--- config.mk ---
export PLATFORM = sky130hd
export DESIGN_NAME = uart_rx_fifo
export DESIGN_NICKNAME = d
export VERILOG_FILES = /design/src/rtl/uart_rx_fifo.sv
export SDC_FILE = /design/constraint.sdc
export NUM_CORES = 1
export LEC_CHECK = 0
export ABC_AREA = 0
export CAP_MARGIN = 25
export CORE_AREA = 3 3 123 125
export CTS_BUF_LIST = sky130_fd_sc_hd__clkbuf_16
export CTS_CLUSTER_SIZE = 20
export DETAILED_ROUTE_END_ITERATION = 16
export DIE_AREA = 0 0 126 128
export HOLD_SLACK_MARGIN = 0.02
export PLACE_DENSITY_LB_ADDON = 0.12
export REMOVE_ABC_BUFFERS = 1
export SLEW_MARGIN = 20
export SYNTH_ARGS = -nofsm -noshare
export SYNTH_HDL_FRONTEND = slang
export SYNTH_SLANG_ARGS = --single-unit
export TNS_END_PERCENT = 30
--- constraint.sdc ---
create_clock -name clk -period 8.9 [get_ports clk]
set_input_delay 1.78 -clock clk [delete_from_list [all_inputs] [get_ports clk]]
set_output_delay 1.78 -clock clk [all_outputs]
set_load 0.02 [all_outputs]
--- src/rtl/uart_rx_fifo.sv ---
// Receive-side byte buffer behind the Uart8 receiver: edge-detects rxDone/rxErr,
// queues good bytes in a first-word-fall-through FIFO, tracks overrun and frame errors.
module uart_rx_fifo #(
  parameter int ADDR_WIDTH = 4,
  parameter int ERR_WIDTH  = 8
) (
  input  logic                  clk,
  input  logic                  rstN,
  input  logic                  rxDone,
  input  logic                  rxErr,
  input  logic [7:0]            rxByte,
  output logic [7:0]            outByte,
  output logic                  outValid,
  input  logic                  outReady,
  input  logic                  flush,
  input  logic                  clrOverrun,
  output logic [ADDR_WIDTH:0]   count,
  output logic                  full,
  output logic                  overrun,
  output logic [ERR_WIDTH-1:0]  errCount
);

  localparam int DEPTH = 2 ** ADDR_WIDTH;
  localparam logic [ADDR_WIDTH:0] LP_DEPTH = {1'b1, {ADDR_WIDTH{1'b0}}};

  logic [7:0]            r_mem [DEPTH];
  logic [ADDR_WIDTH-1:0] r_rdPtr;
  logic [ADDR_WIDTH-1:0] r_wrPtr;
  logic [ADDR_WIDTH:0]   r_count;
  logic                  r_doneQ;
  logic                  r_errQ;
  logic                  r_overrun;
  logic [ERR_WIDTH-1:0]  r_errCount;

  logic w_doneRise;
  logic w_errRise;
  logic w_pushReq;
  logic w_full;
  logic w_pop;
  logic w_push;
  logic w_drop;

  assign w_doneRise = rxDone & ~r_doneQ;
  assign w_errRise  = rxErr & ~r_errQ;
  assign w_pushReq  = w_doneRise & ~rxErr;
  assign w_full     = (r_count == LP_DEPTH);
  assign w_pop      = (r_count != '0) & outReady & ~flush;
  // A full FIFO still accepts a push when the head is popped in the same cycle.
  assign w_push     = w_pushReq & ~flush & (~w_full | w_pop);
  assign w_drop     = w_pushReq & ~flush & w_full & ~w_pop;

  always_ff @(posedge clk) begin
    if (w_push) r_mem[r_wrPtr] <= rxByte;
  end

  always_ff @(posedge clk or negedge rstN) begin
    if (!rstN) begin
      r_rdPtr    <= '0;
      r_wrPtr    <= '0;
      r_count    <= '0;
      r_doneQ    <= 1'b1;
      r_errQ     <= 1'b1;
      r_overrun  <= 1'b0;
      r_errCount <= '0;
    end else begin
      r_doneQ <= rxDone;
      r_errQ  <= rxErr;
      if (flush) begin
        r_rdPtr <= '0;
        r_wrPtr <= '0;
        r_count <= '0;
      end else begin
        if (w_push) r_wrPtr <= r_wrPtr + ADDR_WIDTH'(1);
        if (w_pop)  r_rdPtr <= r_rdPtr + ADDR_WIDTH'(1);
        if (w_push && !w_pop)      r_count <= r_count + (ADDR_WIDTH+1)'(1);
        else if (w_pop && !w_push) r_count <= r_count - (ADDR_WIDTH+1)'(1);
      end
      if (w_drop)          r_overrun <= 1'b1;
      else if (clrOverrun) r_overrun <= 1'b0;
      if (w_errRise && r_errCount != '1) r_errCount <= r_errCount + ERR_WIDTH'(1);
    end
  end

  assign outByte  = r_mem[r_rdPtr];
  assign outValid = (r_count != '0);
  assign count    = r_count;
  assign full     = w_full;
  assign overrun  = r_overrun;
  assign errCount = r_errCount;

endmodule

* Word level (Yosys, flattened, before mapping)
Memory sizes are Yosys's and may differ from the RTL's.
Index checks and enable logic that the tools add are counted.
Widths: inputs -> output; s select.
** Word-level totals
- Register bits :: 24
- RAM bits :: 128
- Output and inout bits :: 24
- Word-level logic and storage cells :: 52
- Memories kept :: 1
** Cells by class
- $add $sub $neg :: 5
- Equal/unequal tests :: 2
- Multiplexer cells :: 11
- Bitwise gates (word level) :: 16
- Reductions and logical operators :: 10
** Memory list
- r_mem :: depth 16, width 8, read ports 1, clocked after memory_dff 0, write ports 1, line 26 : logic [7:0] r_mem [DEPTH];
** Operator list (number)
- $mux 4 :: 4
- $mux 5 :: 3
- $and 1x1->1 :: 9
- $add 4x1->4 const B :: 2
- $add 8x1->8 const B :: 1
- $ne 8x8->1 const B :: 1
- $not 1->1 :: 6
- $reduce_bool 2->1 :: 3
- $add 5x1->5 const B :: 1
- $eq 5x5->1 const B :: 1
- $reduce_bool 5->1 :: 1
- $sub 5x1->5 const B :: 1
- $mux 1 :: 4
- $logic_and 1x1->1 :: 3
- $reduce_bool 3->1 :: 1
- $logic_not 1->1 :: 2
- $or 1x1->1 :: 1

* Depth between registers and ports, before layout
- Depth in word-level cells :: 10
- Gate-level depth with buffers :: 9
- Depth with buffers taken out :: 8

* Worst setup path after synthesis
No wires, ideal clock.
- Kind :: input to register
- Start :: input port flush
- End :: register r_count[4], in the netlist count[4]
- Arrival :: 4193 ps
- Data required time :: 8829 ps
- Path slack :: 4636 ps
- Stages on the path :: 9
- Buffers on the path :: 1
- Path through :: or4b_2 > clkbuf_1 > a21oi_1 > o21ai_0 > ha_1 > nand3_1 > and3_1 > a2111o_1 > nand4_1
** Between the ends
- Cells in the longest elaborated chain, start to end :: 7
- Elaborated cells on any way between the ends :: 12
** RTL lines
- from (decl) :: line 15 : input logic flush,
- $not 1->1 :: line 47, 49
- $and 1x1->1 :: line 47 : assign w_pop = (r_count != '0) & outReady & ~flush;
- $or 1x1->1 :: line 49 : assign w_push = w_pushReq & ~flush & (~w_full | w_pop);
- $and 1x1->1 :: line 49
- $logic_and 1x1->1 or $logic_not 1->1 (tied branches) :: line 75, 76
- $mux 5 or $logic_and 1x1->1 (tied branches) :: line 75, 76
- $mux 5 or $reduce_bool 3->1 (tied branches)
- to (signal assigned) :: line 75 : if (w_push && !w_pop) r_count <= r_count + (ADDR_WIDTH+1)'(1);
- to (signal assigned) :: line 76 : else if (w_pop && !w_push) r_count <= r_count - (ADDR_WIDTH+1)'(1);
- to (decl) :: line 29 : logic [ADDR_WIDTH:0] r_count;
Parallel ways exist; a longest one is shown, timed or not.
A chain may end at the register's enable or synchronous reset.

* Final worst setup path
Ends and elaborated chain as after synthesis.

==> impl_metrics.csv <==
group,metric,value,unit
power,ir_drop,137.1,µV
yosys,seq_area_frac_synth,0.7067,
global_routing,grt_max_degree,33,
cts,ctsRootBufferMaster,"clkbuf_16",
cts,numCtsBuffers,17,
sta,hold_slack,0.4874,ns
die,chipHeight,128,µm
global_routing,overflow,0,
finish,antenna-diode-count,0,
worst_setup_path,worstPathCellList,"clkdlybuf4s50_1 > or4b_2 > a21oi_1 > o21ai_0 > ha_1 > nand3_1 > and3_1 > a2111o_1 > nand4_1",
yosys,ys_top_cells_by_count,"128 x edfxtp_1, 40 x mux4_2, 22 x dfrtp_1",
detailed_routing,drcViolationCount,0,
yosys,synth_warnings,0,
worst_setup_path,cp.arrival,5.35,ns
power,p_leak,2.508,nW
die,initial_core_util,0.4498,
sta,setup_viol,0,
yosys,synth.top_cell.area_share,0.6109,
detailed_routing,via_count,3166,
cts,clock_sinks,152,
sta,skew,0.006919,ns
worst_setup_path,setup.worst_path.end_class,"flop",
yosys,async_flop_share,0.1579,
sta,tightest_slew,0.8192,ns
yosys,netlist_instances,336,
yosys,synth-seq-cells,152,
placement,port_buffers,38,
worst_setup_path,worstSetupPathType,"in2reg",
finish,nets,410,
yosys,avgSynthCellArea,18.73,µm²
die,rows,43,
global_routing,grt_pass1_vias,3314,
sta,final-max-slew-violation-count,0,
sta,min_period,5.003,ns
worst_setup_path,required,9.24,ns
yosys,synthFlopType,"edfxtp_1",
detailed_routing,ant_nets,0,
detailed_routing,drtIter0Drc,232,
detailed_routing,avgViaCountPerCell,5.487,
global_routing,grt_pass1_wl,19290,µm
finish,drive_above_1_share,0.2267,
worst_setup_path,critPathMaxFanout,20,
worst_setup_path,slowest_stage,"or4b_2",
worst_setup_path,crit_path_max_incr_delay,0.91,ns
yosys,ys_top_cells_by_area,"edfxtp_1 61%, mux4_2 14%, dfrtp_1 8.7%",
finish,fillCellCount,1129,
detailed_routing,drtPass1Iterations,4,
detailed_routing,wl,12270,µm
yosys,post_synth_num_cell_types,39,
cts,postCtsSetupBuffers,0,
finish,area_growth,19.73,%
global_routing,grt.total_usage,0.1624,
yosys,synth_most_common_cell,"edfxtp_1",
yosys,yosysTopAreaCell,"edfxtp_1",
worst_hold_path,hold_path_class,"reg2reg",
cts,clockBufferDepth,2,
detailed_routing,routedWlPerCell,21.27,µm
global_routing,antenna_found_initial,0,
cts,holdBufCountCts,0,
cts,htreeDepth,4,
yosys,synth_area,6292,µm²
die,dieArea,16130,µm²
cts,cts.clk_slew.worst_paths,0.06,ns
cts,cts_resized,0,
cts,clk_latency,0.41,ns
placement,gp_congestion,0.8088,
sta,fmaxAchievable,199.9,MHz
worst_setup_path,crit_path_start_kind,"input pin",
die,ios,39,
cts,cts_tree,"yes",
die,chipWidth,126,µm
power,p_per_area,256.5,nW/µm²
sta,max-slew-margin-rel,0.4539,
sta,rsz0062_at_grt,"no",
placement,dpl.hpwl,7515,µm
die,core_area,13990,µm²
sta,final.setup.tns,0,ns
sta,post-route-period-util,0.5621,
job,maxCapViolations,0,
status,status,"complete, no violations",
sta,hold_viol,0,
yosys,synth_edf_count,128,
-- power breakdown --
| part | internal, W | switching (W) | total [W] |
|---|---|---|---|
| clock network | 0.000436 | 0.000270 | 0.000706 |
| registers | 0.000797 | 0.0000332 | 0.000830 |
| logic | 0.000206 | 0.000190 | 0.000396 |
-- per-layer routing --
layer | up-vias | GRT usage | wire [µm]
met5 | - | 0 | 0
met4 | 0 | 0.05868 | 219
met3 | 15 | 0.03917 | 370
met2 | 67 | 0.2620 | 6133
met1 | 1638 | 0.2176 | 5547
li1 | 1446 | - | -
-- path summary, 6_finish.rpt --
path                              from          end  slack, ns  cells past startpoint
max                              flush     count[4]       3.90                      9
min                        errCount[6]  errCount[6]       0.49                      1
max reg2reg                   count[1]     count[4]       5.63                      8
min reg2reg                errCount[6]  errCount[6]       0.49                      1
max in group asynchronous         rstN      r_doneQ       6.89                      2
min in group asynchronous         rstN  errCount[0]       1.72                      2
-- worst max-delay path, delay by kind of cell --
family	cells	cell delay [ns]
AOI/OAI and AO/OA	3	1.01
buffers and inverters	1	0.76
and+or+nand+nor	4	1.34
adders and majority gates	1	0.45
-- kinds of logic (layout without fill, tap and decap cells) --
family | after synthesis | after routing | share of synthesized area
simple gates | 67 | 67 | 0.05647
xor+xnor | 12 | 12 | 0.01670
compound gates | 20 | 20 | 0.02068
buf+inv | 26 | 87 | 0.01631
fa+ha+maj | 11 | 11 | 0.02307
flops | 152 | 152 | 0.7067
mux | 48 | 48 | 0.1601
-- metrics by stage --
stage	utilization	std cells	setup WS [ns]	total power, W	area (µm²)
after floorplan	-	320	4.503	0.001104	6227
after global placement	0.4941	545	3.622	0.001245	6912
after detailed placement	0.4966	545	3.496	0.001248	6947
after CTS	0.5386	577	3.916	0.001954	7533
after global routing	0.5386	577	3.678	0.002017	7533
final	0.5386	577	3.897	0.001932	7533
-- area by class of cell --
| class | count | area (µm²) | share of cell area |
|---|---|---|---|
| clock buffer | 17 | 425.4 | 0.05647 |
| clock inverter | 15 | 161.4 | 0.02143 |
| inverter | 10 | 37.54 | 0.004983 |
| multi-input combinational | 158 | 1803 | 0.2393 |
| sequential | 152 | 4448 | 0.5904 |
| tap | 180 | 225.2 | 0.02990 |
| timing repair buffer | 45 | 432.9 | 0.05747 |
-- registers in the layout, indices dropped and copies added, names as in the netlist --
name and cells:
errCount 8, r_doneQ 1, count 5, r_rdPtr 4
overrun 1, r_errQ 1, r_wrPtr 4, r_mem 128
-- placed cells by master, fill, tap and decap left out, drive strengths merged, types with 2 or more instances in the layout --
cell type,count
a211oi,3
a21o,2
a21oi,6
and2,8
and3,2
buf,7
bufinv,3
clkbuf,17
clkdlybuf4s50,38
clkinv,8
clkinvlp,3
dfrtp,22
dfstp,2
edfxtp,128
ha,10
inv,11
mux2,6
mux2i,2
mux4,40
nand2,6
nand2b,2
nand3,9
nand4,3
nor2,17
nor2b,5
nor3,3
nor3b,3
nor4,5
o21ai,5
or3,2
xnor2,4
xor2,8
(Power assumes the default switching activity.)
